===== config.mk =====
export PLATFORM = sky130hd
export DESIGN_NAME = sram_like_arbiter
export DESIGN_NICKNAME = d
export VERILOG_FILES = /design/src/rtl/sram_like_arbiter.sv
export SDC_FILE = /design/constraint.sdc
export NUM_CORES = 1
export LEC_CHECK = 0
export CORE_AREA = 2 2 112 114
export CTS_CLUSTER_DIAMETER = 80
export DETAILED_ROUTE_END_ITERATION = 12
export DIE_AREA = 0 0 114 116
export HOLD_SLACK_MARGIN = 0.15
export PLACE_DENSITY = 0.63
export SYNTH_ARGS = -nofsm -noshare
export SYNTH_HDL_FRONTEND = slang
export SYNTH_SLANG_ARGS = --single-unit
export TNS_END_PERCENT = 5

===== constraint.sdc =====
create_clock -name clk -period 4.6 [get_ports clk]
set_input_delay 0.92 -clock clk [delete_from_list [all_inputs] [get_ports clk]]
set_output_delay 0.92 -clock clk [all_outputs]
set_load 0.005 [all_outputs]

===== src/rtl/sram_like_arbiter.sv =====
// -----------------------------------------------------------------------------
// sram_like_arbiter
//
// Merges NCH sram-like masters (req / addr_ok / data_ok) onto a single
// downstream sram-like port. Requests are muxed combinationally from the
// granted channel (zero added latency). Every accepted downstream request
// pushes the granted channel index into an outstanding-ID FIFO. Responses come
// back in order, so the FIFO head tells which channel gets ch_data_ok.
//
// Configuration macro:
//   SRAM_ARB_FIXED_PRIO_EN  defined   -> fixed priority, lowest index wins
//                           undefined -> round-robin (default build)
//
// Parameters:
//   NCH      number of upstream channels (2..8)
//   AW / DW  address / data width (strobe width DW/8)
//   MAX_OUT  outstanding downstream transactions (power of two, 2..16)
//
// Ports:
//   clk, reset       clock, synchronous active-high reset
//   ch_req/ch_wr     per-channel request and write flag (bit i = channel i)
//   ch_size          per-channel size, channel i at [2i+1:2i]
//   ch_wstrb/ch_addr/ch_wdata  per-channel packed strobes/address/write data
//   ch_addr_ok       per-channel request accept
//   ch_data_ok       per-channel response valid
//   ch_rdata         downstream read data broadcast to all channels
//   m_*              downstream sram-like port
//   outstanding      entries currently held in the ID FIFO
//   err_orphan       sticky: a response arrived with the ID FIFO empty
// -----------------------------------------------------------------------------
module sram_like_arbiter #(
  parameter int NCH     = 2,
  parameter int AW      = 32,
  parameter int DW      = 32,
  parameter int MAX_OUT = 4
) (
  input  logic                      clk,
  input  logic                      reset,
  input  logic [NCH-1:0]            ch_req,
  input  logic [NCH-1:0]            ch_wr,
  input  logic [2*NCH-1:0]          ch_size,
  input  logic [NCH*(DW/8)-1:0]     ch_wstrb,
  input  logic [NCH*AW-1:0]         ch_addr,
  input  logic [NCH*DW-1:0]         ch_wdata,
  output logic [NCH-1:0]            ch_addr_ok,
  output logic [NCH-1:0]            ch_data_ok,
  output logic [DW-1:0]             ch_rdata,
  output logic                      m_req,
  output logic                      m_wr,
  output logic [1:0]                m_size,
  output logic [DW/8-1:0]           m_wstrb,
  output logic [AW-1:0]             m_addr,
  output logic [DW-1:0]             m_wdata,
  input  logic                      m_addr_ok,
  input  logic                      m_data_ok,
  input  logic [DW-1:0]             m_rdata,
  output logic [$clog2(MAX_OUT):0]  outstanding,
  output logic                      err_orphan
);

  localparam int IW = $clog2(NCH);
  localparam int PW = $clog2(MAX_OUT);
  localparam int SW = DW / 8;

  // Unpacked views of the per-channel request fields
  logic          w_ch_wr    [NCH];
  logic [1:0]    w_ch_size  [NCH];
  logic [SW-1:0] w_ch_wstrb [NCH];
  logic [AW-1:0] w_ch_addr  [NCH];
  logic [DW-1:0] w_ch_wdata [NCH];

  // Lock and ID FIFO state
  logic          r_lock;
  logic [IW-1:0] r_lock_id;
  logic [IW-1:0] r_id_mem [MAX_OUT];
  logic [PW-1:0] r_head;
  logic [PW-1:0] r_tail;
  logic [PW:0]   r_count;
  logic          r_err_orphan;

  logic          w_lock_hold;
  logic [IW-1:0] w_arb_grant;
  logic          w_arb_found;
  logic [IW-1:0] w_grant;
  logic          w_full;
  logic          w_empty;
  logic          w_handshake;
  logic          w_pop;
  logic [IW-1:0] w_head_id;

  // ---------------------------------------------------------------------------
  // Channel unpacking and per-channel accept/response decode
  // ---------------------------------------------------------------------------
  for (genvar gi = 0; gi < NCH; gi++) begin : g_chan
    assign w_ch_wr[gi]    = ch_wr[gi];
    assign w_ch_size[gi]  = ch_size[2*gi +: 2];
    assign w_ch_wstrb[gi] = ch_wstrb[SW*gi +: SW];
    assign w_ch_addr[gi]  = ch_addr[AW*gi +: AW];
    assign w_ch_wdata[gi] = ch_wdata[DW*gi +: DW];

    assign ch_addr_ok[gi] = w_handshake & (w_grant == IW'(gi));
    assign ch_data_ok[gi] = w_pop & (w_head_id == IW'(gi));
  end

  // ---------------------------------------------------------------------------
  // Arbitration (lock-free choice)
  // ---------------------------------------------------------------------------
`ifdef SRAM_ARB_FIXED_PRIO_EN
  always_comb begin
    w_arb_grant = '0;
    w_arb_found = 1'b0;
    for (int k = 0; k < NCH; k++) begin
      if (!w_arb_found && ch_req[k]) begin
        w_arb_grant = IW'(k);
        w_arb_found = 1'b1;
      end
    end
  end
`else
  logic [IW-1:0] r_rr;
  logic [IW:0]   w_idx;

  // First requesting channel at or after r_rr, wrapping modulo NCH
  // (NCH need not be a power of two, so wrap explicitly).
  always_comb begin
    w_arb_grant = r_rr;
    w_arb_found = 1'b0;
    w_idx       = '0;
    for (int k = 0; k < NCH; k++) begin
      w_idx = {1'b0, r_rr} + (IW+1)'(k);
      if (w_idx >= (IW+1)'(NCH)) begin
        w_idx = w_idx - (IW+1)'(NCH);
      end
      if (!w_arb_found && ch_req[w_idx[IW-1:0]]) begin
        w_arb_grant = w_idx[IW-1:0];
        w_arb_found = 1'b1;
      end
    end
  end

  always_ff @(posedge clk) begin
    if (reset) begin
      r_rr <= '0;
    end else if (w_handshake) begin
      r_rr <= (w_grant == IW'(NCH-1)) ? '0 : w_grant + 1'b1;
    end
  end
`endif

  // A held lock pins the grant; if its owner drops req the lock is ignored
  // this cycle so arbitration reruns immediately.
  assign w_lock_hold = r_lock & ch_req[r_lock_id];
  assign w_grant     = w_lock_hold ? r_lock_id : w_arb_grant;

  // ---------------------------------------------------------------------------
  // Downstream request path (combinational, zero latency)
  // ---------------------------------------------------------------------------
  // w_full comes from the registered count only, so m_data_ok never reaches
  // m_req combinationally (a pop frees a slot on the following cycle).
  assign w_full      = (r_count == (PW+1)'(MAX_OUT));
  assign w_empty     = (r_count == '0);
  assign m_req       = ch_req[w_grant] & ~w_full & ~reset;
  assign w_handshake = m_req & m_addr_ok;

  assign m_wr    = w_ch_wr[w_grant];
  assign m_size  = w_ch_size[w_grant];
  assign m_wstrb = w_ch_wstrb[w_grant];
  assign m_addr  = w_ch_addr[w_grant];
  assign m_wdata = w_ch_wdata[w_grant];

  // ---------------------------------------------------------------------------
  // Response routing
  // ---------------------------------------------------------------------------
  assign w_pop     = m_data_ok & ~w_empty;
  assign w_head_id = r_id_mem[r_head];
  assign ch_rdata  = m_rdata;

  // ID storage has no reset; validity is tracked by the pointers/count.
  always_ff @(posedge clk) begin
    if (w_handshake) begin
      r_id_mem[r_tail] <= w_grant;
    end
  end

  always_ff @(posedge clk) begin
    if (reset) begin
      r_head       <= '0;
      r_tail       <= '0;
      r_count      <= '0;
      r_err_orphan <= 1'b0;
      r_lock       <= 1'b0;
      r_lock_id    <= '0;
    end else begin
      if (w_handshake) begin
        r_tail <= r_tail + 1'b1;
      end
      if (w_pop) begin
        r_head <= r_head + 1'b1;
      end
      // Push and pop together leave the count unchanged.
      if (w_handshake && !w_pop) begin
        r_count <= r_count + 1'b1;
      end else if (!w_handshake && w_pop) begin
        r_count <= r_count - 1'b1;
      end
      if (m_data_ok && w_empty) begin
        r_err_orphan <= 1'b1;
      end
      // Lock while a request is presented but not yet accepted.
      r_lock    <= m_req & ~m_addr_ok;
      r_lock_id <= w_grant;
    end
  end

  assign outstanding = r_count;
  assign err_orphan  = r_err_orphan;

endmodule


; Word level (Yosys, flattened, before mapping)
; Memories as Yosys holds them, arrays and structs flattened. A register that Yosys moved wholly into a read port is not among the register bits.
; Cells that the tools add are included.
; Widths: inputs -> output; s select.
[totals]
ff_bits = 11
latchBits = 0
ram_bits = 4
mem_bits_ro = 0
in_bits = 180
output_inout_bits = 112
memories = 1
[op_classes]
add_sub_neg = 8
n_mul = 0
div_mod_pow = 0
order_cmp = 7
eq_ne = 1
n_shift = 0
n_mux = 36
bitwise_logic = 17
n_reduce_logical = 9
[memory_table]
columns = name, depth, word_bits, read_ports, rd_clocked_by_memory_dff, write_ports, line
row1 = r_id_mem, 4, 1, 1, 1, 1, 75  ; logic [IW-1:0] r_id_mem [MAX_OUT];
[ops]
columns = operator, n
row1 = $mux 32, 6
row2 = $mux 1, 20
row3 = $mux 4, 3
row4 = $and 1x1->1, 10
row5 = $mux 2, 5
row6 = $lt 1x2->1 const B, 4
row7 = $mux 3, 2
row8 = $not 1->1, 6
row9 = $add 2x1->2 const B, 2
row10 = $ge 2x2->1 const B, 2
row11 = $logic_and 1x1->1, 4
row12 = $add 3x1->3 const B, 1
row13 = $eq 3x3->1 const B, 1
row14 = $logic_not 1->1, 3
row15 = $logic_not 3->1, 1
row16 = $sub 3x1->3 const B, 1
row17 = $add 1x1->2 const B, 1
row18 = $ge 1x2->1 const B, 1
row19 = $not 1->2, 1
row20 = $reduce_bool 2->1, 1
row21 = $sub 1x1->1 const B, 2
row22 = $add 1x1->1 const B, 1

; Longest topological paths before layout
[logic_depth]
depth_word = 18
depth_mapped = 9
depth_no_buf = 8

; Least setup slack after synthesis
; No wires, ideal clock.
[synth_timing]
path_kind = input port to output port
from = input port ch_req[0]
to = output port m_addr[0]
arrival_ns = 1.827
slack_ns = 1.853
path_stages = 6
n_path_buf = 2
path_cell_list = nand2b_1 a21oi_1 a21oi_2 buf_6 buf_6 mux2_4
[synth_between]
elab_chain_len = 11
elab_cells_between_ends = 17
[synth_lines]
columns = element, line
row1 = start: declaration, 39  ; input logic [NCH-1:0] ch_req,
row2 = $mux 1 (not written as such) (2 in a row), 134  ; if (!w_arb_found && ch_req[w_idx[IW-1:0]]) begin
row3 = $mux 1, 134
row4 = $logic_not 1->1, 134
row5 = $logic_and 1x1->1, 134
row6 = $mux 1, 134
row7 = $mux 1 (*), 153  ; assign w_grant = w_lock_hold ? r_lock_id : w_arb_grant;
row8 = $not 1->2 (not written as such) (*), 168  ; assign m_addr = w_ch_addr[w_grant];
row9 = $mux 32 (not written as such) (*) (3 in a row), 168
row10 = end: declaration, 52  ; output logic [AW-1:0] m_addr,
; Mark *: on every way between the ends. The rest lies on a longest branch, timed or not. The select of a mux whose other input is x is not followed.

; Worst setup path in the final report
[layout_timing]
from = input port ch_req[0]
to = output port m_size[1]
[layout_between]
elab_chain_len = 11
elab_cells_between_ends = 17
[layout_lines]
columns = element, line
row1 = $mux 1 (not written as such) (2 in a row), 134
row2 = $mux 1, 134
row3 = $logic_not 1->1, 134
row4 = $logic_and 1x1->1, 134
row5 = $mux 1, 134
row6 = $mux 1 (*), 153
row7 = $not 1->2 (not written as such) (*), 166  ; assign m_size = w_ch_size[w_grant];
row8 = $mux 2 (not written as such) (*) (3 in a row), 166
row9 = end: declaration, 50  ; output logic [1:0] m_size,
; Marked as above.

==> results.toml <==
[finish]
syn_to_final_growth_pct = 111
fillers = 1187
stdcell_count = 522
insertedDiodeCount = 0
multi_input_area_um2 = 1320
drive_gt1_share_pct = 21.9
final_cell_area_um2 = 4300
regArea_um2 = 380
nNetsFinal = 562

[critical_path]
critPathArrivalTime_ns = 3.07
start_kind = "input port"
critPathRequiredTime_ns = 3.68
reg2regPathDepth = 9
rrSetupSlack_ns = 2.05
cp_max_fo = 38
r2r_start = "outstanding[0]"
critPathKind = "in2out"
timing.rr.end = "outstanding[2]"
critPathCaptureType = "output port"

[synth]
syn_area_um2 = 2030
ys_seq_elements = 17
synth_top_family_by_area = "multiplexers"
ys_warn_count = 0
synth_top_cell_by_area = "mux2_4"
yosys.cell_types.count = 30
ys_seq_area_share_pct = 18.7
synth-adder-area-share_pct = 4.06
synthSimpleGateAreaFrac_pct = 8.36
postSynthCellCount = 183
synth.top_cell.area_share_pct = 25.8
synth_area_leaders = "mux2_4 26%, mux2_2 20%, dfxtp_1 13%"
syn-num-nets = 369
syn_avg_cell_area_um2 = 11.1
synthXorXnorAreaFrac_pct = 2.15
synth.area.mux_share_pct = 47.8
synth_compound_area_share_pct = 2.28

[clock_network]
post_cts_resized = 0
cts.sinks = 17
cts_max_level = 1
cts_buffer_depth = 2
postCtsSetupRepairBufs = 0
cts_hold_buf = 0
cts_buffers = 3
cts_root_buf = "clkbuf_16"
clk_pin_slew_ns = 0.05
cts_tree = "done"
clock_latency_ns = 0.24

[sta]
skew_ns = 0.00306
final.period_utilization_pct = 86.8
setup_viol = 0
maxSlewViolCount = 0
fmax_ghz = 0.251
relSlewSlack_pct = 60.6
setup-tns-final_ns = 0
rsz0062_at_grt = "false"
fin_crit_ns = 3.99
finalHoldViolations = 0
tightest_slew_ns = 0.589

[global_route]
antenna_found_initial = 0
grt_pass1_wl_um = 11800
grt_max_degree = 39
grt_pass1_vias = 2100
grt_usage_pct = 11.5
overflow = 0

[power_and_ir_drop]
irDropWorstVdd_mv = 0.301
pwr_density_cell_nw_per_um2 = 240
p_leak_nw = 1.65

[drt]
vias = 2088
wl_per_cell_um = 16.9
ant_nets = 0
drc_errors = 0
drtIter0Drc = 50
via_per_inst = 4.00
drt-total-wl_um = 8810
drt_pass1_iterations = 4

[place]
dp.cells = 518
portBuffers = 227
place_area_um2 = 4220
dpl.hpwl_um = 7580
gp_congestion = 0.687

[status]
status = "finished clean"

[floorplanning]
fp.dieH_um = 116
dieArea_um2 = 13200
pin_count = 292
die_w_um = 114
num_rows = 40
fp.coreArea_um2 = 11900
initial_utilization_pct = 17.1

[worst_hold_path]
min_from = "err_orphan"
holdCritPathClass = "reg2reg"
min_to = "err_orphan"
holdPathStages = 2

[flow_run]
max-cap-violations = 0
## per-stage QoR
stage	worst slack, ns	hold slack (ns)	util (%)	power [W]
after global routing	0.470	0.542	36.1	0.00110
final	0.609	0.472	36.1	0.00103
after floorplan	1.85	0.460	-	0.000526
after global placement	0.617	0.459	35.5	0.000864
after detailed placement	0.599	0.464	35.5	0.000871
after CTS	0.588	0.480	36.1	0.00105
## worst max path at each step
stage                         start          end  slack [ns]  cells past startpoint
after global routing      ch_req[0]  m_wdata[13]        0.47                      7
final                     ch_req[0]    m_size[1]        0.61                      7
after global placement    ch_req[0]   m_addr[31]        0.62                      7
after CTS                 ch_req[0]   m_addr[31]        0.59                      7
after detailed placement  ch_req[0]   m_addr[31]        0.60                      7
after floorplan           ch_req[0]    m_addr[0]        1.85                      6
## layout make-up
type / instances / share of cell area, %
clock buffer: 4 / 1.83
sequential: 17 / 8.84
multi-input combinational: 120 / 30.8
tap: 147 / 4.28
inverter: 4 / 0.349
timing repair buffer: 230 / 53.9
## cell usage in the layout (no fill, tap or decap), types with 4 or more instances in the layout
master,count
edfxtp_1,4
clkdlybuf4s50_1,227
mux2_4,35
dfxtp_1,13
xor2_1,4
mux2_2,36
inv_1,4
nor2_1,11
and2_1,5
ha_1,5
## Yosys cell counts
| cell type | number |
|---|---|
| mux2_2 | 36 |
| mux2_4 | 35 |
| buf_4 | 33 |
| dfxtp_1 | 13 |
| nor2_1 | 11 |
| and2_1 | 5 |
| buf_6 | 5 |
| ha_1 | 5 |
| edfxtp_1 | 4 |
| inv_1 | 4 |
| xor2_1 | 4 |
| a21oi_1 | 3 |
| buf_2 | 3 |
| nor2b_1 | 3 |
| mux2i_1 | 2 |
| nand2b_1 | 2 |
| nor3_1 | 2 |
| a211oi_2 | 1 |
| a21oi_2 | 1 |
| clkbuf_1 | 1 |
| fa_1 | 1 |
| mux4_2 | 1 |
| nand3b_1 | 1 |
| nor3b_2 | 1 |
| nor4_1 | 1 |
| nor4b_4 | 1 |
| o21ai_0 | 1 |
| o21ai_1 | 1 |
| or3_1 | 1 |
| xnor2_1 | 1 |
## power by group
| group | switching (W) | internal (W) |
|---|---|---|
| Sequential | 0.0000302 | 0.000185 |
| Clock | 0.0000508 | 0.000117 |
| Combinational | 0.000209 | 0.000442 |
| Total | 0.000290 | 0.000744 |
## layer usage
metal | wire length, um | up-vias | GRT usage, %
met1 | 3600 | 967 | 14.8
met5 | 0 | - | 0
met4 | 27 | 0 | 1.46
li1 | - | 988 | -
met2 | 4350 | 129 | 19.7
met3 | 837 | 4 | 3.14
## kinds of logic after synthesis
family,after synthesis
AOI/OAI and AO/OA,7
buffers and inverters,46
and+or+nand+nor,28
DFF,17
xor gates and xnor gates,5
muxes,74
adders and majority gates,6
## critical path: stages
cell             delay, ns
clkdlybuf4s50_1       0.49
nand2b_1              0.11
a21oi_1               0.10
a21oi_4               0.30
buf_12                0.28
mux2_2                0.37
clkdlybuf4s50_1       0.48
(Power assumes the default switching activity.)
